### config.mk
export PLATFORM = sky130hd
export DESIGN_NAME = logic_unit_pipe
export DESIGN_NICKNAME = d
export VERILOG_FILES = /design/src/rtl/logic_unit_pipe_pkg.sv /design/src/rtl/skid_buffer.sv /design/src/rtl/logic_unit_pipe.sv
export SDC_FILE = /design/constraint.sdc
export NUM_CORES = 1
export LEC_CHECK = 0
export CORE_ASPECT_RATIO = 0.6
export CORE_MARGIN = 5
export CORE_UTILIZATION = 56
export CTS_CLUSTER_DIAMETER = 50
export DETAILED_ROUTE_END_ITERATION = 10
export PLACE_DENSITY = 0.94
export SKIP_CTS_REPAIR_TIMING = 1
export SLEW_MARGIN = 20
export SYNTH_ARGS = -nofsm -noshare
export SYNTH_HDL_FRONTEND = slang
export SYNTH_SLANG_ARGS = --single-unit
### constraint.sdc
create_clock -name clk -period 2.5 [get_ports clk]
set_input_delay 0.5 -clock clk [delete_from_list [all_inputs] [get_ports clk]]
set_output_delay 0.5 -clock clk [all_outputs]
set_load 0.02 [all_outputs]
### src/rtl/logic_unit_pipe_pkg.sv
// ---------------------------------------------------------------------------
// logic_unit_pipe_pkg
//   Shared definitions for the registered bitwise logic unit.
//   - OP_W          : width of the operation select field
//   - OP_AND..OP_PASS: 3-bit operation encodings
//   - RED_W         : number of reduction flags carried next to the result
//                     when LOGIC_UNIT_REDUCE_EN is defined
// ---------------------------------------------------------------------------
package logic_unit_pipe_pkg;

    localparam int OP_W = 3;

    localparam logic [OP_W-1:0] OP_AND  = 3'd0;
    localparam logic [OP_W-1:0] OP_OR   = 3'd1;
    localparam logic [OP_W-1:0] OP_XOR  = 3'd2;
    localparam logic [OP_W-1:0] OP_NAND = 3'd3;
    localparam logic [OP_W-1:0] OP_NOR  = 3'd4;
    localparam logic [OP_W-1:0] OP_XNOR = 3'd5;
    localparam logic [OP_W-1:0] OP_ANDN = 3'd6;  // a & ~b
    localparam logic [OP_W-1:0] OP_PASS = 3'd7;  // a

    // zero, ones, parity
    localparam int RED_W = 3;

endpackage

### src/rtl/skid_buffer.sv
// ---------------------------------------------------------------------------
// skid_buffer
//   Two-entry valid/ready register stage: a main register that drives the
//   output and a skid register that absorbs one extra item when the output
//   stalls. in_ready depends only on flop state, so there is no
//   combinational path from out_ready to in_ready.
//
//   Parameters: DW - data width
//   Ports:
//     clk, rst            clock, asynchronous active-high reset
//     in_data/in_valid    upstream item and its valid
//     in_ready            buffer can take an item this cycle
//     out_data/out_valid  head item (main register) and its valid
//     out_ready           downstream takes the head item this cycle
//
//   Handshake: an item moves across an interface at a rising edge where
//   valid and ready are both high. A producer holding valid keeps its data
//   stable until that edge; out_data never changes while out_valid=1 and
//   out_ready=0.
// ---------------------------------------------------------------------------
module skid_buffer #(
    parameter int DW = 8
) (
    input  logic          clk,
    input  logic          rst,
    input  logic [DW-1:0] in_data,
    input  logic          in_valid,
    output logic          in_ready,
    output logic [DW-1:0] out_data,
    output logic          out_valid,
    input  logic          out_ready
);

    logic [DW-1:0] main_data;
    logic          main_valid;
    logic [DW-1:0] skid_data;
    logic          skid_valid;

    assign in_ready  = ~skid_valid;
    assign out_data  = main_data;
    assign out_valid = main_valid;

    // skid_valid implies main_valid, so the skid branch never has to
    // consider an empty main register, and no input is accepted there.
    always_ff @(posedge clk or posedge rst) begin
        if (rst) begin
            main_data  <= '0;
            main_valid <= 1'b0;
            skid_data  <= '0;
            skid_valid <= 1'b0;
        end else begin
            if (skid_valid) begin
                if (out_ready) begin
                    main_data  <= skid_data;
                    skid_valid <= 1'b0;
                end
            end else if (in_valid) begin
                if (!main_valid || out_ready) begin
                    // main empty or draining: reload it, stays valid
                    main_data  <= in_data;
                    main_valid <= 1'b1;
                end else begin
                    // main stalled: park the new item behind it
                    skid_data  <= in_data;
                    skid_valid <= 1'b1;
                end
            end else if (out_ready) begin
                main_valid <= 1'b0;
            end
        end
    end

endmodule

### src/rtl/logic_unit_pipe.sv
// ---------------------------------------------------------------------------
// logic_unit_pipe
//   Registered bitwise logic unit. Combines a and b with the operation
//   selected by op and delivers the result one cycle later through a
//   2-entry valid/ready skid buffer (bubble-free under back-pressure).
//
//   Parameters: WIDTH - operand/result width (1..64)
//   Ports:
//     clk, rst        clock, asynchronous active-high reset
//     a, b, op        operands and operation, sampled on input transfer
//     in_valid        operands valid this cycle
//     in_ready        unit can accept this cycle
//     out, out_valid  registered result and its valid
//     out_ready       downstream takes out this cycle
//     out_zero        result is all zeros   (LOGIC_UNIT_REDUCE_EN)
//     out_ones        result is all ones    (LOGIC_UNIT_REDUCE_EN)
//     out_parity      XOR-reduction of out  (LOGIC_UNIT_REDUCE_EN)
//
//   Build option LOGIC_UNIT_REDUCE_EN: when defined, the three reduction
//   flags travel through the buffer with the data so they stay aligned with
//   out; when undefined they are tied to 0 and nothing extra is stored.
//
//   Handshake: a transfer happens at a rising edge where valid and ready
//   are both high, on either side; held results are never altered by
//   input changes while stalled.
// ---------------------------------------------------------------------------
module logic_unit_pipe
    import logic_unit_pipe_pkg::*;
#(
    parameter int WIDTH = 8
) (
    input  logic             clk,
    input  logic             rst,
    input  logic [WIDTH-1:0] a,
    input  logic [WIDTH-1:0] b,
    input  logic [OP_W-1:0]  op,
    input  logic             in_valid,
    output logic             in_ready,
    output logic [WIDTH-1:0] out,
    output logic             out_valid,
    input  logic             out_ready,
    output logic             out_zero,
    output logic             out_ones,
    output logic             out_parity
);

    logic [WIDTH-1:0] result;

    always_comb begin
        result = a;
        case (op)
            OP_AND:  result = a & b;
            OP_OR:   result = a | b;
            OP_XOR:  result = a ^ b;
            OP_NAND: result = ~(a & b);
            OP_NOR:  result = ~(a | b);
            OP_XNOR: result = ~(a ^ b);
            OP_ANDN: result = a & ~b;
            default: result = a;  // OP_PASS
        endcase
    end

`ifdef LOGIC_UNIT_REDUCE_EN
    localparam int DW = WIDTH + RED_W;

    logic [DW-1:0] sb_in;
    logic [DW-1:0] sb_out;

    // Flags are packed above the data so reset (all zeros) clears them too.
    assign sb_in = {^result, &result, ~|result, result};
    assign {out_parity, out_ones, out_zero, out} = sb_out;
`else
    localparam int DW = WIDTH;

    logic [DW-1:0] sb_in;
    logic [DW-1:0] sb_out;

    assign sb_in      = result;
    assign out        = sb_out;
    assign out_zero   = 1'b0;
    assign out_ones   = 1'b0;
    assign out_parity = 1'b0;
`endif

    skid_buffer #(
        .DW(DW)
    ) u_skid (
        .clk       (clk),
        .rst       (rst),
        .in_data   (sb_in),
        .in_valid  (in_valid),
        .in_ready  (in_ready),
        .out_data  (sb_out),
        .out_valid (out_valid),
        .out_ready (out_ready)
    );

endmodule

==> out/results.ini, run 1 <==
[status]
status = finished clean

[route]
avgRoutedWirePerCell_um = 14.4
vias = 1758
vias_per_cell = 5.76
antenna_left = 0
dr.first_iter.drc_count = 125
drt-pass1-iter-count = 5
finalWirelength_um = 4400
drc = 0

[synthesis]
yosys_warnings = 0
ys_seq_area_share_pct = 23.8
ys_ff_latch = 18
syn-cell-area_mm2 = 0.00190
synth_cell_types = 39
async_flop_share_pct = 100
synth_edf_count = 0
syn_avg_cell_area_um2 = 8.35
postSynthCellCount = 227
ys.flop_type = dfrtp_1

[place]
pre_cts_ws_ps = 90.6
dp_hpwl_um = 3460
io_buffers = 32
gp_congestion = 0.931
dpl.cell_count = 301

[sta]
finalCritPeriodShare_pct = 86.5
whs_ps = 522
layout_setup_ws_ps = 337
report.final.slew_viol_count = 0
rsz0062_at_grt = no
setup_viol = 0
hold_violations = 0
fmax_mhz = 462
clock_skew_ps = 1.31
worst_slew_pin_slew_ps = 697
max_slew_margin_pct = 53.5
min_period_ps = 2160
fin_setup_tns_ps = 0

[die]
ios = 36
start_util_pct = 58.1
die-area_mm2 = 0.00469
die-height_um = 55.1
fp.coreArea_mm2 = 0.00326
die_x_um = 85.1
rows = 16

[grt]
antenna_found_initial = 0
grt_pass1_wl_um = 7270
grt_overflow = 0
grt_usage_pct = 19.3
grt_start_max_net_pins = 29
first_global_vias = 1630

[clocking]
root_buffer = clkbuf_8
worst_skew_pair.late_latency_ps = 260
cts.sinks = 18
ctsLongestPathBuffers = 2
cts_tree = done
cts_made_buffers = 3
clkTransAtPathRegs_ps = 70
htreeDepth = 1

[finish]
insertedDiodeCount = 0
drive_gt1_share_pct = 6.54
syn_to_final_growth_pct = 22.3
fin_cells = 305
fin_nets = 308

[worst_setup_path]
worst-setup-path-type = input pin to register
cp.arrival_ps = 2310
cp-end-kind = register
critPathMaxFanout = 4
critPathRequiredTime_ps = 2650
cp-start-kind = input pin

[power]
p_leak_nw = 1.10
power_w = 0.00134
irDropWorstVdd_mv = 0.439
pwr_density_cell_mw_per_mm2 = 577

[worst_hold_path]
min_path_type = register to register

[flow_run]
drv_cap = 0

-- Yosys cell counts, types with 2 or more instances --
cell	number	area share [%]
o21ai_0	5	1.3
nand2b_1	8	2.6
ha_1	24	16
a2bb2oi_1	3	1.4
inv_1	22	4.4
a31oi_1	7	2.3
nand2_1	14	2.8
o31ai_1	10	4.0
a211oi_1	5	2.0
a22o_1	2	0.92
dfrtp_1	18	24
or3b_1	2	0.92
buf_2	5	1.3
nor2b_1	11	3.6
buf_6	2	1.2
buf_4	8	3.2
nor2_1	19	3.8
o311ai_1	4	1.8
a221o_1	2	1.1
nor3_1	2	0.53
o21ai_1	2	0.53
mux2i_1	17	9.0
nand3_1	7	1.8
a21oi_1	13	3.4
-- area by class of cell --
type / instances / area [µm²]
Inverter: 23 / 86.3
Multi-Input combinational cell: 172 / 1250
Timing Repair Buffer: 43 / 415
Sequential cell: 18 / 450
Tap cell: 45 / 56.3
Clock buffer: 4 / 55.1
Fill cell: 270 / 945
-- critical path, stage by stage --
cell             delay, ps
clkdlybuf4s50_1        540
inv_1                   70
ha_1                   320
nor2b_1                 60
o311ai_1               290
o311ai_1               210
a221o_1                320
-- routing by layer --
layer	global-route usage [%]	vias up	part of all wire, %
met5	0	-	0
met4	3.68	0	0.82
met3	4.88	8	8.5
met2	33.1	71	45
met1	25.4	812	46
li1	-	867	-
-- cell usage in the layout, fill, tap and decap left out, drive strengths merged, types with 3 or more instances in the layout --
cell type,n
dfrtp,18
o311ai,4
ha,24
a31oi,7
nand2b,8
nor2,19
conb,3
o31ai,10
nand3,7
a211oi,5
mux2i,17
a2bb2oi,3
inv,22
buf,11
a21oi,13
nor2b,11
nand2,14
clkbuf,4
clkdlybuf4s50,32
o21ai,7
-- metrics by stage --
stage | utilization (%) | cell area [µm²]
final | 71.1 | 2320
after detailed placement | 69.4 | 2260
after global routing | 71.1 | 2320
after CTS | 71.1 | 2320
after global placement | 69.4 | 2260
after floorplan | - | 1900
-- flip-flops by register name, indices dropped and copies added (netlist names) --
| signal | count |
|---|---|
| u_skid.out_data | 8 |
| u_skid.out_valid | 1 |
| u_skid.skid_data | 8 |
| u_skid.skid_valid | 1 |
-- worst paths after layout --
| kind | startpoint | to | slack [ps] | cells after the start |
|---|---|---|---|---|
| worst min register to register | u_skid.out_data[7] | u_skid.out_data[7] | 520 | 2 |
| max in group asynchronous | rst | u_skid.skid_data[1] | 1410 | 2 |
| worst max register to register | u_skid.skid_valid | u_skid.skid_data[2] | 880 | 4 |
| worst min-delay path | u_skid.out_data[7] | u_skid.out_data[7] | 520 | 2 |
| worst max-delay path | a[1] | u_skid.out_data[1] | 340 | 7 |
| min in group asynchronous | rst | u_skid.skid_data[4] | 650 | 2 |
-- kinds of logic (layout without fill, tap and decap cells) --
kind of cell             after synthesis  in the layout  share of synthesized area [%]
AND/OR/NAND/NOR                       66             66                           17.3
AO/OA/AOI/OAI                         60             60                           21.7
buffers and inverters                 39             70                           10.4
adder cells (fa/ha/maj)               24             24                           15.8
multiplexers                          19             19                           10.8
flip-flops                            18             18                           23.8
other                                  1              3                          0.198
-- report_power, final --
group          internal, W  leakage [nW]  switching [W]
combinational     0.000296         0.851       0.000311
sequential        0.000395         0.220      0.0000906
clock             0.000140        0.0288       0.000105
total             0.000831          1.10       0.000506
Note: power is estimated with default switching activity, not from simulation.
==> run 2: changes to the inputs <==
--- a/config.mk
+++ b/config.mk
@@ -9,6 +9,7 @@
 export CORE_MARGIN = 5
 export CORE_UTILIZATION = 56
 export CTS_CLUSTER_DIAMETER = 50
+export CTS_CLUSTER_SIZE = 16
 export DETAILED_ROUTE_END_ITERATION = 10
 export PLACE_DENSITY = 0.94
 export SKIP_CTS_REPAIR_TIMING = 1
==> results of run 2 <==
No change in the layout: final DEF, timing and power equal those of run 1.
